$ cat src/rtl/spi_display_receiver_if.sv
// Display-link bundle: serial lines from the driver plus the receiver's read port and status.
interface spi_display_receiver_if #(
    parameter int DATA_BITS = 8
);
    logic                 sclkIn;
    logic                 csIn;
    logic                 mosiIn;
    logic                 dcIn;
    logic [DATA_BITS-1:0] rxData;
    logic                 rxDc;
    logic                 rxValid;
    logic                 rxReady;
    logic                 overflow;
    logic                 frameError;
    logic                 busy;

    modport master (
        output sclkIn, csIn, mosiIn, dcIn, rxReady,
        input  rxData, rxDc, rxValid, overflow, frameError, busy
    );

    modport slave (
        input  sclkIn, csIn, mosiIn, dcIn, rxReady,
        output rxData, rxDc, rxValid, overflow, frameError, busy
    );
endinterface

$ cat src/rtl/spi_display_receiver.sv
// Target-side SPI receiver for the display link: synchronizes the serial lines,
// rebuilds MSB-first words tagged with dc and queues them in a small FWFT FIFO.
module spi_display_receiver #(
    parameter int DATA_BITS   = 8,
    parameter int FIFO_DEPTH  = 4,
    parameter int SYNC_STAGES = 2
) (
    input  logic                  clk,
    input  logic                  reset,
    spi_display_receiver_if.slave bus
);
    localparam int PTR_W = $clog2(FIFO_DEPTH);
    localparam int BIT_W = $clog2(DATA_BITS);
    localparam int ENT_W = DATA_BITS + 1;
    localparam logic [BIT_W-1:0] LAST_BIT = BIT_W'(DATA_BITS - 1);
    localparam logic [BIT_W-1:0] BIT_ONE  = BIT_W'(1);
    localparam logic [BIT_W-1:0] BIT_ZERO = BIT_W'(0);
    localparam logic [PTR_W-1:0] PTR_ONE  = PTR_W'(1);
    localparam logic [PTR_W:0]   CNT_ONE  = (PTR_W + 1)'(1);
    localparam logic [PTR_W:0]   CNT_ZERO = (PTR_W + 1)'(0);
    localparam logic [PTR_W:0]   CNT_FULL = (PTR_W + 1)'(FIFO_DEPTH);

    typedef enum logic [0:0] {S_IDLE = 1'b0, S_SHIFT = 1'b1} state_t;

    state_t                 state_q, state_d;
    logic [SYNC_STAGES-1:0] sclk_sync_q, sclk_sync_d, cs_sync_q, cs_sync_d;
    logic [SYNC_STAGES-1:0] mosi_sync_q, mosi_sync_d, dc_sync_q, dc_sync_d;
    logic                   sclk_prev_q, sclk_prev_d;
    logic [DATA_BITS-1:0]   shift_q, shift_d;
    logic [BIT_W-1:0]       bit_cnt_q, bit_cnt_d;
    logic                   push_q, push_d;
    logic [ENT_W-1:0]       push_data_q, push_data_d;
    logic [ENT_W-1:0]       mem_q [FIFO_DEPTH];
    logic [ENT_W-1:0]       mem_d [FIFO_DEPTH];
    logic [PTR_W-1:0]       wr_ptr_q, wr_ptr_d, rd_ptr_q, rd_ptr_d;
    logic [PTR_W:0]         count_q, count_d;
    logic                   valid_q, valid_d, overflow_q, overflow_d;
    logic                   frame_error_q, frame_error_d;
    logic                   sclk_s, cs_s, mosi_s, dc_s, rise_s;
    logic                   pop_s, full_s, wr_s, busy_s;

    assign sclk_s = sclk_sync_q[SYNC_STAGES-1];
    assign cs_s   = cs_sync_q[SYNC_STAGES-1];
    assign mosi_s = mosi_sync_q[SYNC_STAGES-1];
    assign dc_s   = dc_sync_q[SYNC_STAGES-1];
    assign rise_s = sclk_s & ~sclk_prev_q;

    // Input synchronizer chains and previous-sclk tap for edge detection
    always_comb begin
        sclk_sync_d = {sclk_sync_q[SYNC_STAGES-2:0], bus.sclkIn};
        cs_sync_d   = {cs_sync_q[SYNC_STAGES-2:0], bus.csIn};
        mosi_sync_d = {mosi_sync_q[SYNC_STAGES-2:0], bus.mosiIn};
        dc_sync_d   = {dc_sync_q[SYNC_STAGES-2:0], bus.dcIn};
        sclk_prev_d = sclk_s;
    end

    // FSM next state: cs low opens a frame, cs high closes it
    always_comb begin
        state_d = state_q;
        case (state_q)
            S_IDLE:  if (!cs_s) state_d = S_SHIFT; else state_d = S_IDLE;
            S_SHIFT: if (cs_s)  state_d = S_IDLE;  else state_d = S_SHIFT;
            default: state_d = S_IDLE;
        endcase
    end

    // FSM outputs
    always_comb begin
        busy_s = 1'b0;
        case (state_q)
            S_SHIFT: busy_s = 1'b1;
            S_IDLE:  busy_s = 1'b0;
            default: busy_s = 1'b0;
        endcase
    end

    // Word assembly; cs rising takes priority over a coincident sclk edge
    always_comb begin
        shift_d       = shift_q;
        bit_cnt_d     = bit_cnt_q;
        push_d        = 1'b0;
        push_data_d   = push_data_q;
        frame_error_d = frame_error_q;
        case (state_q)
            S_SHIFT: begin
                if (cs_s) begin
                    bit_cnt_d = BIT_ZERO;
                    if (bit_cnt_q != BIT_ZERO) frame_error_d = 1'b1;
                    else                       frame_error_d = frame_error_q;
                end else if (rise_s) begin
                    shift_d = {shift_q[DATA_BITS-2:0], mosi_s};
                    if (bit_cnt_q == LAST_BIT) begin
                        bit_cnt_d   = BIT_ZERO;
                        push_d      = 1'b1;
                        push_data_d = {dc_s, shift_q[DATA_BITS-2:0], mosi_s};
                    end else begin
                        bit_cnt_d = bit_cnt_q + BIT_ONE;
                    end
                end else begin
                    bit_cnt_d = bit_cnt_q;
                end
            end
            S_IDLE:  bit_cnt_d = BIT_ZERO;
            default: bit_cnt_d = BIT_ZERO;
        endcase
    end

    // FWFT FIFO: a pop frees the slot that a push into a full FIFO needs
    always_comb begin
        mem_d      = mem_q;
        wr_ptr_d   = wr_ptr_q;
        rd_ptr_d   = rd_ptr_q;
        pop_s      = valid_q & bus.rxReady;
        full_s     = (count_q == CNT_FULL);
        wr_s       = push_q & (~full_s | pop_s);
        overflow_d = overflow_q | (push_q & full_s & ~pop_s);
        if (wr_s) begin
            mem_d[wr_ptr_q] = push_data_q;
            wr_ptr_d        = wr_ptr_q + PTR_ONE;
        end else begin
            wr_ptr_d = wr_ptr_q;
        end
        if (pop_s) rd_ptr_d = rd_ptr_q + PTR_ONE;
        else       rd_ptr_d = rd_ptr_q;
        case ({wr_s, pop_s})
            2'b10:   count_d = count_q + CNT_ONE;
            2'b01:   count_d = count_q - CNT_ONE;
            default: count_d = count_q;
        endcase
        valid_d = (count_d != CNT_ZERO);
    end

    // FSM state register
    always_ff @(posedge clk) begin
        if (reset) state_q <= S_IDLE;
        else       state_q <= state_d;
    end

    // Datapath and FIFO registers
    always_ff @(posedge clk) begin
        if (reset) begin
            sclk_sync_q   <= {SYNC_STAGES{1'b0}};
            cs_sync_q     <= {SYNC_STAGES{1'b1}};
            mosi_sync_q   <= {SYNC_STAGES{1'b0}};
            dc_sync_q     <= {SYNC_STAGES{1'b0}};
            sclk_prev_q   <= 1'b0;
            shift_q       <= {DATA_BITS{1'b0}};
            bit_cnt_q     <= BIT_ZERO;
            push_q        <= 1'b0;
            push_data_q   <= {ENT_W{1'b0}};
            for (int i = 0; i < FIFO_DEPTH; i++) mem_q[i] <= {ENT_W{1'b0}};
            wr_ptr_q      <= {PTR_W{1'b0}};
            rd_ptr_q      <= {PTR_W{1'b0}};
            count_q       <= CNT_ZERO;
            valid_q       <= 1'b0;
            overflow_q    <= 1'b0;
            frame_error_q <= 1'b0;
        end else begin
            sclk_sync_q   <= sclk_sync_d;
            cs_sync_q     <= cs_sync_d;
            mosi_sync_q   <= mosi_sync_d;
            dc_sync_q     <= dc_sync_d;
            sclk_prev_q   <= sclk_prev_d;
            shift_q       <= shift_d;
            bit_cnt_q     <= bit_cnt_d;
            push_q        <= push_d;
            push_data_q   <= push_data_d;
            mem_q         <= mem_d;
            wr_ptr_q      <= wr_ptr_d;
            rd_ptr_q      <= rd_ptr_d;
            count_q       <= count_d;
            valid_q       <= valid_d;
            overflow_q    <= overflow_d;
            frame_error_q <= frame_error_d;
        end
    end

    assign bus.rxData     = mem_q[rd_ptr_q][DATA_BITS-1:0];
    assign bus.rxDc       = mem_q[rd_ptr_q][DATA_BITS];
    assign bus.rxValid    = valid_q;
    assign bus.overflow   = overflow_q;
    assign bus.frameError = frame_error_q;
    assign bus.busy       = busy_s;
endmodule

$ cat src/flat_wrapper.sv
// flat-port wrapper written by rule: the top's interface ports become plain ports
module spi_display_receiver_flat 
#(
    parameter int DATA_BITS   = 8,
    parameter int FIFO_DEPTH  = 4,
    parameter int SYNC_STAGES = 2
)
  (clk, reset, bus_sclkIn, bus_csIn, bus_mosiIn, bus_dcIn, bus_rxReady, bus_rxData, bus_rxDc, bus_rxValid, bus_overflow, bus_frameError, bus_busy);
  spi_display_receiver_if #(.DATA_BITS(DATA_BITS)) bus_i ();
  input  logic clk;
  input  logic reset;
  input wire logic [$bits(bus_i.sclkIn)-1:0] bus_sclkIn;
  input wire logic [$bits(bus_i.csIn)-1:0] bus_csIn;
  input wire logic [$bits(bus_i.mosiIn)-1:0] bus_mosiIn;
  input wire logic [$bits(bus_i.dcIn)-1:0] bus_dcIn;
  input wire logic [$bits(bus_i.rxReady)-1:0] bus_rxReady;
  output wire logic [$bits(bus_i.rxData)-1:0] bus_rxData;
  output wire logic [$bits(bus_i.rxDc)-1:0] bus_rxDc;
  output wire logic [$bits(bus_i.rxValid)-1:0] bus_rxValid;
  output wire logic [$bits(bus_i.overflow)-1:0] bus_overflow;
  output wire logic [$bits(bus_i.frameError)-1:0] bus_frameError;
  output wire logic [$bits(bus_i.busy)-1:0] bus_busy;
  assign bus_i.sclkIn = bus_sclkIn;
  assign bus_i.csIn = bus_csIn;
  assign bus_i.mosiIn = bus_mosiIn;
  assign bus_i.dcIn = bus_dcIn;
  assign bus_i.rxReady = bus_rxReady;
  assign bus_rxData = bus_i.rxData;
  assign bus_rxDc = bus_i.rxDc;
  assign bus_rxValid = bus_i.rxValid;
  assign bus_overflow = bus_i.overflow;
  assign bus_frameError = bus_i.frameError;
  assign bus_busy = bus_i.busy;
  spi_display_receiver #(.DATA_BITS(DATA_BITS), .FIFO_DEPTH(FIFO_DEPTH), .SYNC_STAGES(SYNC_STAGES)) u_core (.clk(clk), .reset(reset), .bus(bus_i));
endmodule
$ cat config.mk
export PLATFORM = sky130hd
export DESIGN_NAME = spi_display_receiver_flat
export DESIGN_NICKNAME = d
export VERILOG_FILES = /design/src/rtl/spi_display_receiver_if.sv /design/src/rtl/spi_display_receiver.sv /design/src/flat_wrapper.sv
export SDC_FILE = /design/constraint.sdc
export NUM_CORES = 1
export LEC_CHECK = 0
export BUFFER_PORTS_ARGS = -buffer_cell sky130_fd_sc_hd__buf_4
export CAP_MARGIN = 30
export CORE_ASPECT_RATIO = 0.7
export CORE_UTILIZATION = 55
export CTS_CLUSTER_SIZE = 30
export DETAILED_ROUTE_END_ITERATION = 7
export PLACE_DENSITY = 0.73
export SLEW_MARGIN = 20
export SYNTH_ARGS = -nofsm -noshare
export SYNTH_HDL_FRONTEND = slang
export SYNTH_SLANG_ARGS = --single-unit
$ cat constraint.sdc
create_clock -name clk -period 8.8 [get_ports clk]
set_clock_uncertainty 0.2 [all_clocks]
set_input_delay 2.64 -clock clk [delete_from_list [all_inputs] [get_ports clk]]
set_output_delay 2.64 -clock clk [all_outputs]
set_load 0.01 [all_outputs]
==> results of run 1 <==
per-layer routing:
layer | vias up | GRT usage (%) | wire length, µm
met4 | 0 | 5.66 | 38
met2 | 34 | 34.1 | 2550
met1 | 1032 | 27.0 | 2770
met3 | 5 | 8.33 | 233
li1 | 1079 | - | -
met5 | - | 0 | 0
worst min-delay path by stage:
| stage | start | end | slack (ns) | cells after the start |
|---|---|---|---|---|
| 6_report | u_core.cs_sync_q[0]$_SDFF_PP1_ | u_core.cs_sync_q[1]$_SDFF_PP1_ | 0.22 | 1 |
| 5_1_grt | u_core.cs_sync_q[0]$_SDFF_PP1_ | u_core.cs_sync_q[1]$_SDFF_PP1_ | 0.24 | 1 |
| 4_1_cts | u_core.cs_sync_q[0]$_SDFF_PP1_ | u_core.cs_sync_q[1]$_SDFF_PP1_ | 0.22 | 1 |
| 3_5_place_dp | u_core.cs_sync_q[0]$_SDFF_PP1_ | u_core.cs_sync_q[1]$_SDFF_PP1_ | 0.20 | 1 |
| 3_3_place_gp | u_core.cs_sync_q[0]$_SDFF_PP1_ | u_core.cs_sync_q[1]$_SDFF_PP1_ | 0.19 | 1 |
| 2_1_floorplan | u_core.cs_sync_q[0]$_SDFF_PP1_ | u_core.cs_sync_q[1]$_SDFF_PP1_ | 0.19 | 1 |
per-stage QoR:
step,hold slack (ns),total power [mW]
3_5_place_dp,0.201,0.365
5_1_grt,0.239,0.649
3_3_place_gp,0.191,0.365
4_1_cts,0.220,0.630
6_report,0.216,0.625
2_1_floorplan,0.189,0.362
worst reg2reg max path: cells and delay by family, from the launching register on:
kind,cells,cell delay [ns]
AO/OA/AOI/OAI,2,0.43
XOR/XNOR,1,0.14
adder cells (fa/ha/maj),2,0.61
buffers and inverters,1,0.08
flip-flops,1,0.48
AND/OR/NAND/NOR,1,0.55
state kept, by name (all words and copies together), names as in the netlist:
signal and flops:
u_core.dc_sync_q 2, u_core.bus.frameError 1, u_core.count_q 3, u_core.mosi_sync_q 2
u_core.bus.rxValid 1, u_core.shift_q 7, u_core.mem_q 36, u_core.push_q 1
u_core.bus.overflow 1, u_core.push_data_q 9, u_core.sclk_sync_q 2, u_core.rd_ptr_q 2
u_core.sclk_prev_q 1, u_core.wr_ptr_q 2, u_core.bit_cnt_q 3, u_core.cs_sync_q 2
u_core.state_q 1
cell type report:
| cell class | instances | area [µm²] | area share, % |
|---|---|---|---|
| sequential | 76 | 1520 | 44.0 |
| clock inverter | 4 | 47.5 | 1.37 |
| multi-input combinational | 206 | 1460 | 42.1 |
| tap | 72 | 90.1 | 2.60 |
| inverter | 8 | 30.0 | 0.868 |
| timing repair buffer | 21 | 158 | 4.56 |
| clock buffer | 12 | 155 | 4.48 |
cells in the final DEF, fill, tap and decap left out, drive strengths merged, types with 8 or more instances in the layout:
cell type  synthesis  layout
o21ai             10      10
mux2i             37      37
buf               10      21
clkbuf            11      12
nor2b              8       8
mux4               9       9
nand2             64      64
dfxtp             76      76
ha                 8       8
nand3             14      14
a21oi             20      20
inv                8       8
nor2              10      10
report_power, final:
group | leakage [nW] | internal [mW] | switching [mW]
combinational | 0.695 | 0.00351 | 0.00690
clock | 0.102 | 0.146 | 0.122
sequential | 0.614 | 0.346 | 0.000826
cell families (layout without fill, tap and decap cells):
family                   after synthesis  after routing  synth area share (%)
AND/OR/NAND/NOR                      106            106                  15.2
flip-flops                            76             76                  48.3
multiplexers                          47             47                  18.5
AO/OA/AOI/OAI                         40             40                  7.58
buffers and inverters                 29             45                  5.48
adder cells (fa/ha/maj)                9              9                  3.81
XOR/XNOR                               4              4                  1.11
==> out/metrics.yaml, run 1 <==
logic_synthesis:
  synthMostInstantiatedCell: "sky130_fd_sc_hd__dfxtp_1"
  synth.avg_cell_area_um2: 10.1
  synth_enable_flop_cells: 0
  ys_async_sr_fraction_pct: 0
  netlist_area_um2: 3150
  synth.top_cells.by_area: "sky130_fd_sc_hd__dfxtp_1 (48%), sky130_fd_sc_hd__mux2i_1 (12%), sky130_fd_sc_hd__nand2_1 (7.6%)"
  netlist.area_leader.share_pct: 48.3
  syn_nets: 327
  postSynthCellCount: 311
  ys_seq_area_share_pct: 48.3
  synth.cells.most_frequent: "sky130_fd_sc_hd__dfxtp_1 (76), sky130_fd_sc_hd__nand2_1 (64), sky130_fd_sc_hd__mux2i_1 (37)"
  netlist.top_cell.by_area: "sky130_fd_sc_hd__dfxtp_1"
  yosys_reg_bits: 76
  ys_dominant_reg_cell: "sky130_fd_sc_hd__dfxtp_1"
  synth-warning-count: 0
  synth.distinct_cells: 35
setup_path:
  cp_num_buf_inv: 1
  timing.rr.start: "u_core.push_q$_SDFF_PP0_"
  critical_path_required_ns: 5.96
  timing.critical_path.slowest_cell_delay_ns: 0.79
  cp_top_family: "flip-flops"
  ff2ff_setup_slack_ns: 6.22
  cp_max_fo: 11
  origin_of_the_worst_setup_path: "u_core.rd_ptr_q[0]$_SDFFE_PP0P_"
  critPathKind: "flip-flop to output port"
  cpMaxStageDelayCell: "sky130_fd_sc_hd__dfxtp_1"
  worstSetupStartpointType: "flip-flop"
  worstSetupEndpointType: "output port"
  r2r_end: "u_core.bus.rxValid$_SDFF_PP0_"
  critPathCapture: "bus_rxData[0]"
  cp_cell_sequence: "mux4_2 -> buf_4"
  timing.critical_path.arrival_ns: 1.91
  worst-r2r-cell-count: 7
  worst-path-stages: 2
route:
  number_of_violations_reported_at_the_end_of_detailed_routing_iteration_0: 147
  num_vias: 2150
  ant_nets: 0
  drc: 0
  routed_wl_mm: 5.59
  detail_route.first_pass.iterations: 4
  drt-vias-per-instance: 5.39
  post_drt_wl_per_cell_um: 14.0
floorplanning:
  placeableCoreArea_um2: 5370
  start_util_pct: 58.7
  placementRows: 22
  dieWidth_um: 92.5
  fp.dieH_um: 65.3
  io_pins: 20
  floorplan.die_area_um2: 6040
placement:
  placed_cells: 383
  detailed_place.area_um2: 3260
  gp_congestion: 0.748
  buffer_ports.inserted: 19
  dpl.hpwl_mm: 3.75
  worst_slack_at_placement_ns: 3.95
global_route:
  grt_start_max_net_pins: 43
  grt_first_pass_wirelength_mm: 9.73
  globalRoute.totalOverflow: 0
  number_of_global_route_vias_before_repair: 2080
  grt_antenna_before_repair: 0
  grtUsageTotal_pct: 21.3
outcome:
  status: "finished, final reports clean"
clocking:
  cts.repair.resized: 0
  path_clk_slew_ns: 0.07
  htreeDepth: 3
  clock-sinks: 76
  post_cts_buffers: 0
  hold_buffers: 0
  tritoncts: "built"
  clock_latency_ns: 0.34
  clock_path_buffers: 2
  cts-root-buf: "sky130_fd_sc_hd__clkbuf_8"
  tritoncts.num_buffers: 9
timing:
  finalCritPeriodShare_pct: 54.0
  grt_setup_unrepaired: "false"
  total_negative_slack_ns: 0
  number_of_endpoints_with_negative_hold_slack_in_the_final_report: 0
  final_critical_path_setup_slack_ns: 4.05
  timing.max_slew.rel_slack_pct: 49.5
  finalCriticalPeriod_ns: 4.75
  max_freq_mhz: 210
  report.final.slew_viol_count: 0
  setup_viol: 0
  max_slew.worst_pin.slew_ns: 0.756
pwr:
  total_leakage_power_nw: 1.41
  p_per_area_nw_per_um2: 181
  vdd.ir_drop.worst_uv: 117
final_layout:
  final_std_cells_w_o_fill: 399
  nets: 338
  layout-drive-gt1-share_pct: 16.5
  final.fill_count: 468
  final_design_area_no_fill_um2: 3460
  synthToLayoutAreaGrowth_pct: 9.77
  num_antenna_cells: 0
  post-route-util_pct: 64.5
min_path:
  min_path_type: "flip-flop to flip-flop"
job:
  cap_violations: 0
(Power assumes the default switching activity.)
==> run 2: changes to the inputs <==
- ABC_AREA: not set -> 1
- PLACE_DENSITY: 0.73 -> 0.76
- clock period: 8.8 -> 4.1 ns (I/O delays scaled with it)
==> run 2 against run 1 <==
Critical path depth up 3; non-clock buffer count rose by 1; highest routed layer unchanged; global-route usage increased by 2.9 points.
==> out/metrics.yaml, run 2 <==
setup_path:
  worstSetupStartpointType: "flip-flop"  # unchanged
  timing.critical_path.arrival_ns: 1.79  # was 1.91 ns
  worstSetupEndpointType: "output port"  # unchanged
  cp_max_fo: 28  # was 11
  critical_path_required_ns: 2.67  # was 5.96 ns
  worst-r2r-cell-count: 9  # was 7
  critPathKind: "flip-flop to output port"  # unchanged
final_layout:
  nets: 548  # was 338
  final_design_area_no_fill_um2: 3960  # was 3460 µm²
  flip_flop_count_of_the_largest_register_after_layout: 36  # unchanged
  layout_commonest_cell: "sky130_fd_sc_hd__inv_1"  # was sky130_fd_sc_hd__dfxtp_1
  mostFrequentLayoutCells: "sky130_fd_sc_hd__inv_1 (110), sky130_fd_sc_hd__nand2_1 (101), sky130_fd_sc_hd__nor2_1 (81)"  # was sky130_fd_sc_hd__dfxtp_1 (76), sky130_fd_sc_hd__nand2_1 (64), sky130_fd_sc_hd__mux2i_1 (37)
  layout-drive-gt1-share_pct: 9.35  # was 16.5%
  final_std_cells_w_o_fill: 613  # was 399
  reg.largest.list: "u_core.mem_q (36), u_core.push_data_q (9), u_core.shift_q (7)"  # unchanged
  largest-register: "u_core.mem_q"  # unchanged
  synthToLayoutAreaGrowth_pct: 8.43  # was 9.77%
  num_antenna_cells: 0  # unchanged
logic_synthesis:
  synth.cells.most_frequent: "sky130_fd_sc_hd__inv_1 (110), sky130_fd_sc_hd__nand2_1 (101), sky130_fd_sc_hd__nor2_1 (81)"  # was sky130_fd_sc_hd__dfxtp_1 (76), sky130_fd_sc_hd__nand2_1 (64), sky130_fd_sc_hd__mux2i_1 (37)
  yosys_reg_bits: 76  # unchanged
  ys_async_sr_fraction_pct: 0  # unchanged
  syn_nets: 542  # was 327
  netlist_area_um2: 3650  # was 3150 µm²
  postSynthCellCount: 526  # was 311
  ys_seq_area_share_pct: 41.7  # was 48.3%
  netlist.top_cell.by_area: "sky130_fd_sc_hd__dfxtp_1"  # unchanged
  synthMostInstantiatedCell: "sky130_fd_sc_hd__inv_1"  # was sky130_fd_sc_hd__dfxtp_1
  synth.distinct_cells: 26  # was 35
  synth.avg_cell_area_um2: 6.94  # was 10.1 µm²
  netlist.area_leader.share_pct: 41.7  # was 48.3%
  synth_enable_flop_cells: 0  # unchanged
  synth-warning-count: 0  # unchanged
  synth.top_cells.by_area: "sky130_fd_sc_hd__dfxtp_1 (42%), sky130_fd_sc_hd__inv_1 (11%), sky130_fd_sc_hd__nand2_1 (10%)"  # was sky130_fd_sc_hd__dfxtp_1 (48%), sky130_fd_sc_hd__mux2i_1 (12%), sky130_fd_sc_hd__nand2_1 (7.6%)
  ys_dominant_reg_cell: "sky130_fd_sc_hd__dfxtp_1"  # unchanged
placement:
  worst_slack_at_placement_ns: 1.02  # was 3.95 ns
  dpl.hpwl_mm: 5.07  # was 3.75 mm
  detailed_place.area_um2: 3770  # was 3260 µm²
  gp_congestion: 0.765  # was 0.748
  buffer_ports.inserted: 19  # unchanged
  placed_cells: 599  # was 383
clocking:
  clock_latency_ns: 0.35  # was 0.34 ns
  hold_buffers: 0  # unchanged
  tritoncts.num_buffers: 9  # unchanged
  cts.repair.resized: 0  # unchanged
  tritoncts: "built"  # unchanged
  cts-root-buf: "sky130_fd_sc_hd__clkbuf_8"  # unchanged
  clock-sinks: 76  # unchanged
  path_clk_slew_ns: 0.07  # about the same
  htreeDepth: 3  # unchanged
  clock_path_buffers: 2  # unchanged
  post_cts_buffers: 0  # unchanged
floorplanning:
  floorplan.die_area_um2: 6970  # was 6040 µm²
  placementRows: 24  # was 22
  io_pins: 20  # unchanged
  start_util_pct: 57.9  # was 58.7%
  fp.dieH_um: 70.2  # was 65.3 µm
  placeableCoreArea_um2: 6310  # was 5370 µm²
  dieWidth_um: 99.4  # was 92.5 µm
timing:
  report.final.slew_viol_count: 0  # unchanged
  max_slew.worst_pin.slew_ns: 0.733  # was 0.756 ns
  max_freq_mhz: 311
  setup_viol: 0  # unchanged
  number_of_endpoints_with_negative_hold_slack_in_the_final_report: 0  # unchanged
  final_critical_path_setup_slack_ns: 0.881  # was 4.05 ns
  total_negative_slack_ns: 0  # unchanged
  grt_setup_unrepaired: "false"  # unchanged
  timing.max_slew.rel_slack_pct: 51.0  # was 49.5%
  finalCritPeriodShare_pct: 78.5
  finalCriticalPeriod_ns: 3.22
global_route:
  globalRoute.totalOverflow: 0  # unchanged
  grt_first_pass_wirelength_mm: 13.2  # was 9.73 mm
  grtUsageTotal_pct: 24.2  # was 21.3%
  grt_start_max_net_pins: 42  # was 43
  number_of_global_route_vias_before_repair: 2854  # was 2080
  grt_antenna_before_repair: 0  # unchanged
min_path:
  min_path_type: "flip-flop to flip-flop"  # unchanged
  min_delay_path_depth: 2  # was 1
route:
  top_layer_used: "met4"  # unchanged
  wl_met3_um: 459  # was 233 µm
  routed_wl_mm: 7.48  # was 5.59 mm
  number_of_violations_reported_at_the_end_of_detailed_routing_iteration_0: 286  # was 147
  drt-vias-per-instance: 4.98  # was 5.39
  detail_route.wirelength.met1_mm: 3.74  # was 2.77 mm
  ant_nets: 0  # unchanged
  drc: 0  # unchanged
  post_drt_wl_per_cell_um: 12.2  # was 14.0 µm
  route.met2.wl_mm: 3.21  # was 2.55 mm
  num_vias: 3053  # was 2150
  detail_route.first_pass.iterations: 5  # was 4
pwr:
  vdd.ir_drop.worst_uv: 227  # was 117 µV
  p_per_area_nw_per_um2: 361  # was 181 nW/µm²
  total_leakage_power_nw: 1.78  # was 1.41 nW
job:
  cap_violations: 0  # unchanged
outcome:
  status: "finished, final reports clean"  # unchanged
[run 2: changes by cell type in the layout (fill, tap and decap cells not counted), moves of 9 or more]
cell	delta
sky130_fd_sc_hd__nand2_1	+37
sky130_fd_sc_hd__nor2_1	+71
sky130_fd_sc_hd__inv_1	+102
sky130_fd_sc_hd__mux4_2	-9
sky130_fd_sc_hd__mux2i_1	-37
sky130_fd_sc_hd__a21oi_1	+17
sky130_fd_sc_hd__nand3_1	-11
sky130_fd_sc_hd__o21ai_0	+15
sky130_fd_sc_hd__nand4_1	+38
[run 2: through the flow]
| stage | hold slack, ns | power, mW | util, % |
|---|---|---|---|
| global placement | 0.194 | 0.879 | 59.7 |
| floorplan | 0.188 | 0.854 | - |
| CTS | 0.210 | 1.44 | 62.8 |
| global route | 0.233 | 1.48 | 62.8 |
| finish | 0.205 | 1.43 | 62.8 |
| detailed placement | 0.197 | 0.882 | 59.7 |
[run 2: critical path: stages, from the launching register on]
cell and delay [ns]:
sky130_fd_sc_hd__dfxtp_1 0.58, sky130_fd_sc_hd__inv_2 0.29, sky130_fd_sc_hd__o21ai_0 0.23, sky130_fd_sc_hd__a21oi_1 0.06, sky130_fd_sc_hd__a21oi_1 0.14, sky130_fd_sc_hd__buf_4 0.14
[run 2: cell type report]
class,count,area [µm²]
Clock buffer,12,155
Tap cell,78,97.6
Timing Repair Buffer,22,178
Clock inverter,2,35.0
Fill cell,564,2350
Inverter,112,420
Sequential cell,76,1520
Multi-Input combinational cell,311,1550
[run 2: where the power goes]
part           total, mW  switching (mW)  leakage [nW]  internal, mW
clock              0.565           0.258        0.0983         0.307
sequential         0.765          0.0144         0.614         0.751
combinational      0.100          0.0645          1.07        0.0358
total               1.43           0.337          1.78          1.09
[run 2: final timing paths]
check	startpoint	endpoint	slack, ns
max	u_core.rd_ptr_q[0]$_SDFFE_PP0P_	bus_rxData[7]	0.88
min	u_core.mosi_sync_q[0]$_SDFF_PP0_	u_core.mosi_sync_q[1]$_SDFF_PP0_	0.21
max reg2reg	u_core.count_q[0]$_SDFF_PP0_	u_core.bus.rxValid$_SDFF_PP0_	1.94
min reg2reg	u_core.mosi_sync_q[0]$_SDFF_PP0_	u_core.mosi_sync_q[1]$_SDFF_PP0_	0.21
[run 2: cell families (layout without fill, tap and decap cells)]
kind of cell	count (synthesis)	in the layout	share of synthesized area, %
AO/OA/AOI/OAI	65	65	8.98
XOR/XNOR	1	1	0.240
AND/OR/NAND/NOR	236	236	30.0
flip-flops	76	76	41.7
adder cells (fa/ha/maj)	9	9	3.29
buffers and inverters	139	148	15.8
[run 2: layer usage]
layer | up-vias | track usage [%]
li1 | 1622 | -
met1 | 1345 | 32.6
met2 | 78 | 37.6
met3 | 8 | 7.51
met4 | 0 | 7.03
met5 | - | 0
==> run 3: changes to the inputs <==
- PLACE_DENSITY: 0.76 -> 0.73
- clock period: 4.1 -> 3.3 ns (I/O delays scaled with it)
==> run 3 against run 2 <==
Worst setup slack lost 0.54 ns; clock-buffer cell count did not move; register-to-register slack got worse by 0.74 ns; sequential share of layout area decreased by 0.60 points; cell count increased by 0.65%; critical path type unchanged; largest cell class unchanged.
==> out/metrics.yaml, run 3 (synthesis gave the netlist of run 2 again) <==
timing:
  finalCriticalPeriod_ns: 2.96
  max_freq_mhz: 337
  timing.max_slew.rel_slack_pct: 53.4  # was 51.0%
  setup_viol: 0  # unchanged
  grt_setup_unrepaired: "false"  # unchanged
  total_negative_slack_ns: 0  # unchanged
  hold_slack_ns: 0.206  # was 0.205 ns
  final_critical_path_setup_slack_ns: 0.337  # was 0.881 ns
  number_of_endpoints_with_negative_hold_slack_in_the_final_report: 0  # unchanged
  finalCritPeriodShare_pct: 89.8
  max_slew.worst_pin.slew_ns: 0.698  # was 0.733 ns
  report.final.slew_viol_count: 0  # unchanged
floorplanning:
  placementRows: 24  # unchanged
  dieWidth_um: 99.4  # unchanged
  fp.dieH_um: 70.2  # unchanged
  placeableCoreArea_um2: 6310  # unchanged
  io_pins: 20  # unchanged
  floorplan.die_area_um2: 6970  # unchanged
  start_util_pct: 57.9  # unchanged
final_layout:
  flip_flop_count_of_the_largest_register_after_layout: 36  # unchanged
  final_design_area_no_fill_um2: 4020  # was 3960 µm²
  synthToLayoutAreaGrowth_pct: 10.1  # was 8.43%
  num_antenna_cells: 0  # unchanged
  post-route-util_pct: 63.7  # was 62.8%
  reg.largest.list: "u_core.mem_q (36), u_core.push_data_q (9), u_core.shift_q (7)"  # unchanged
  mostFrequentLayoutCells: "sky130_fd_sc_hd__inv_1 (110), sky130_fd_sc_hd__nand2_1 (101), sky130_fd_sc_hd__nor2_1 (81)"  # unchanged
  largest-register: "u_core.mem_q"  # unchanged
  layout_commonest_cell: "sky130_fd_sc_hd__inv_1"  # unchanged
  nets: 550  # was 548
  layout-drive-gt1-share_pct: 10.0  # was 9.35%
setup_path:
  timing.critical_path.arrival_ns: 1.77  # was 1.79 ns
  worstSetupEndpointType: "output port"  # unchanged
  cp_cell_sequence: "inv_1 -> o21ai_0 -> a21oi_1 -> a21oi_1 -> buf_4"  # was inv_2 -> o21ai_0 -> a21oi_1 -> a21oi_1 -> buf_4
  timing.critical_path.slowest_cell_delay_ns: 0.50  # was 0.58 ns
  critical_path_required_ns: 2.11  # was 2.67 ns
  critPathKind: "flip-flop to output port"  # unchanged
  worstSetupStartpointType: "flip-flop"  # unchanged
  cp_max_fo: 20  # was 28
  cpMaxStageDelayCell: "sky130_fd_sc_hd__inv_1"  # was sky130_fd_sc_hd__dfxtp_1
  worst_path_most_repeated_cell: "sky130_fd_sc_hd__a21oi_1"  # unchanged
placement:
  dpl.hpwl_mm: 4.93  # was 5.07 mm
  worst_slack_at_placement_ns: 0.541  # was 1.02 ns
  detailed_place.area_um2: 3770  # about the same
  gp_congestion: 0.768  # was 0.765
  buffer_ports.inserted: 19  # unchanged
route:
  number_of_violations_reported_at_the_end_of_detailed_routing_iteration_0: 272  # was 286
  drc: 0  # unchanged
  num_vias: 3122  # was 3053
  routed_wl_mm: 7.73  # was 7.48 mm
  ant_nets: 0  # unchanged
  post_drt_wl_per_cell_um: 12.5  # was 12.2 µm
  drt-vias-per-instance: 5.06  # was 4.98
  detail_route.first_pass.iterations: 8  # was 5
clocking:
  clock_latency_ns: 0.34  # was 0.35 ns
  tritoncts: "built"  # unchanged
  htreeDepth: 3  # unchanged
  cts.repair.resized: 0  # unchanged
  clock-sinks: 76  # unchanged
  path_clk_slew_ns: 0.08  # was 0.07 ns
  post_cts_buffers: 0  # unchanged
  tritoncts.num_buffers: 9  # unchanged
  hold_buffers: 0  # unchanged
  clock_path_buffers: 2  # unchanged
  cts-root-buf: "sky130_fd_sc_hd__clkbuf_8"  # unchanged
global_route:
  grtUsageTotal_pct: 25.2  # was 24.2%
  grt_first_pass_wirelength_mm: 13.8  # was 13.2 mm
  globalRoute.totalOverflow: 0  # unchanged
  grt_antenna_before_repair: 0  # unchanged
  grt_start_max_net_pins: 57  # was 42
  number_of_global_route_vias_before_repair: 3014  # was 2854
pwr:
  p_per_area_nw_per_um2: 485  # was 361 nW/µm²
  vdd.ir_drop.worst_uv: 322  # was 227 µV
  total_leakage_power_nw: 1.82  # was 1.78 nW
job:
  cap_violations: 0  # unchanged
min_path:
  min_path_type: "flip-flop to flip-flop"  # unchanged
outcome:
  status: "finished, final reports clean"  # unchanged
==> run 3: changes by cell type in the layout (fill, tap and decap cells not counted), sizes merged <==
cell,delta
buf,+2
bufinv,+2
==> run 3: layout make-up <==
| cell class | instances | area, µm² |
|---|---|---|
| fillers | 595 | 2290 |
| clock inverters | 4 | 95.1 |
| clock buffers | 12 | 155 |
| repair buffers | 24 | 180 |
| well taps | 78 | 97.6 |
| multi-input cells | 311 | 1550 |
| inverters | 112 | 420 |
| flip-flops and latches | 76 | 1520 |
==> run 3: through the flow <==
stage | cells | total power [mW]
after detailed placement | 601 | 1.10
after floorplan | 526 | 1.06
after global routing | 617 | 2.03
final | 617 | 1.95
after global placement | 601 | 1.10
after CTS | 617 | 1.97
==> run 3: metal layers <==
| metal | wire [µm] | share of wire (%) | GRT usage [%] | vias up |
|---|---|---|---|---|
| li1 | - | - | - | 1627 |
| met5 | 0 | 0 | 0 | - |
| met4 | 97 | 1.3 | 9.15 | 0 |
| met1 | 3730 | 48 | 32.8 | 1408 |
| met3 | 396 | 5.1 | 6.51 | 10 |
| met2 | 3510 | 45 | 40.6 | 77 |
==> run 3: final timing paths <==
path / startpoint / endpoint / slack (ns) / cells past startpoint
worst min register to register: u_core.mosi_sync_q[0]$_SDFF_PP0_ / u_core.mosi_sync_q[1]$_SDFF_PP0_ / 0.21 / 2
worst min-delay path: u_core.mosi_sync_q[0]$_SDFF_PP0_ / u_core.mosi_sync_q[1]$_SDFF_PP0_ / 0.21 / 2
worst max register to register: u_core.count_q[0]$_SDFF_PP0_ / u_core.bus.rxValid$_SDFF_PP0_ / 1.20 / 9
worst max-delay path: u_core.rd_ptr_q[1]$_SDFFE_PP0P_ / bus_rxData[3] / 0.34 / 5
==> run 3: worst max-delay path, delay by kind of cell (launching register included) <==
| family | cells | cell delay (ns) |
|---|---|---|
| buffers and inverters | 2 | 0.64 |
| DFF | 1 | 0.30 |
| AOI/OAI and AO/OA | 3 | 0.47 |
==> run 3: power breakdown <==
group,internal (mW),switching [mW]
clock network,0.543,0.327
logic,0.0447,0.0902
registers,0.932,0.0129
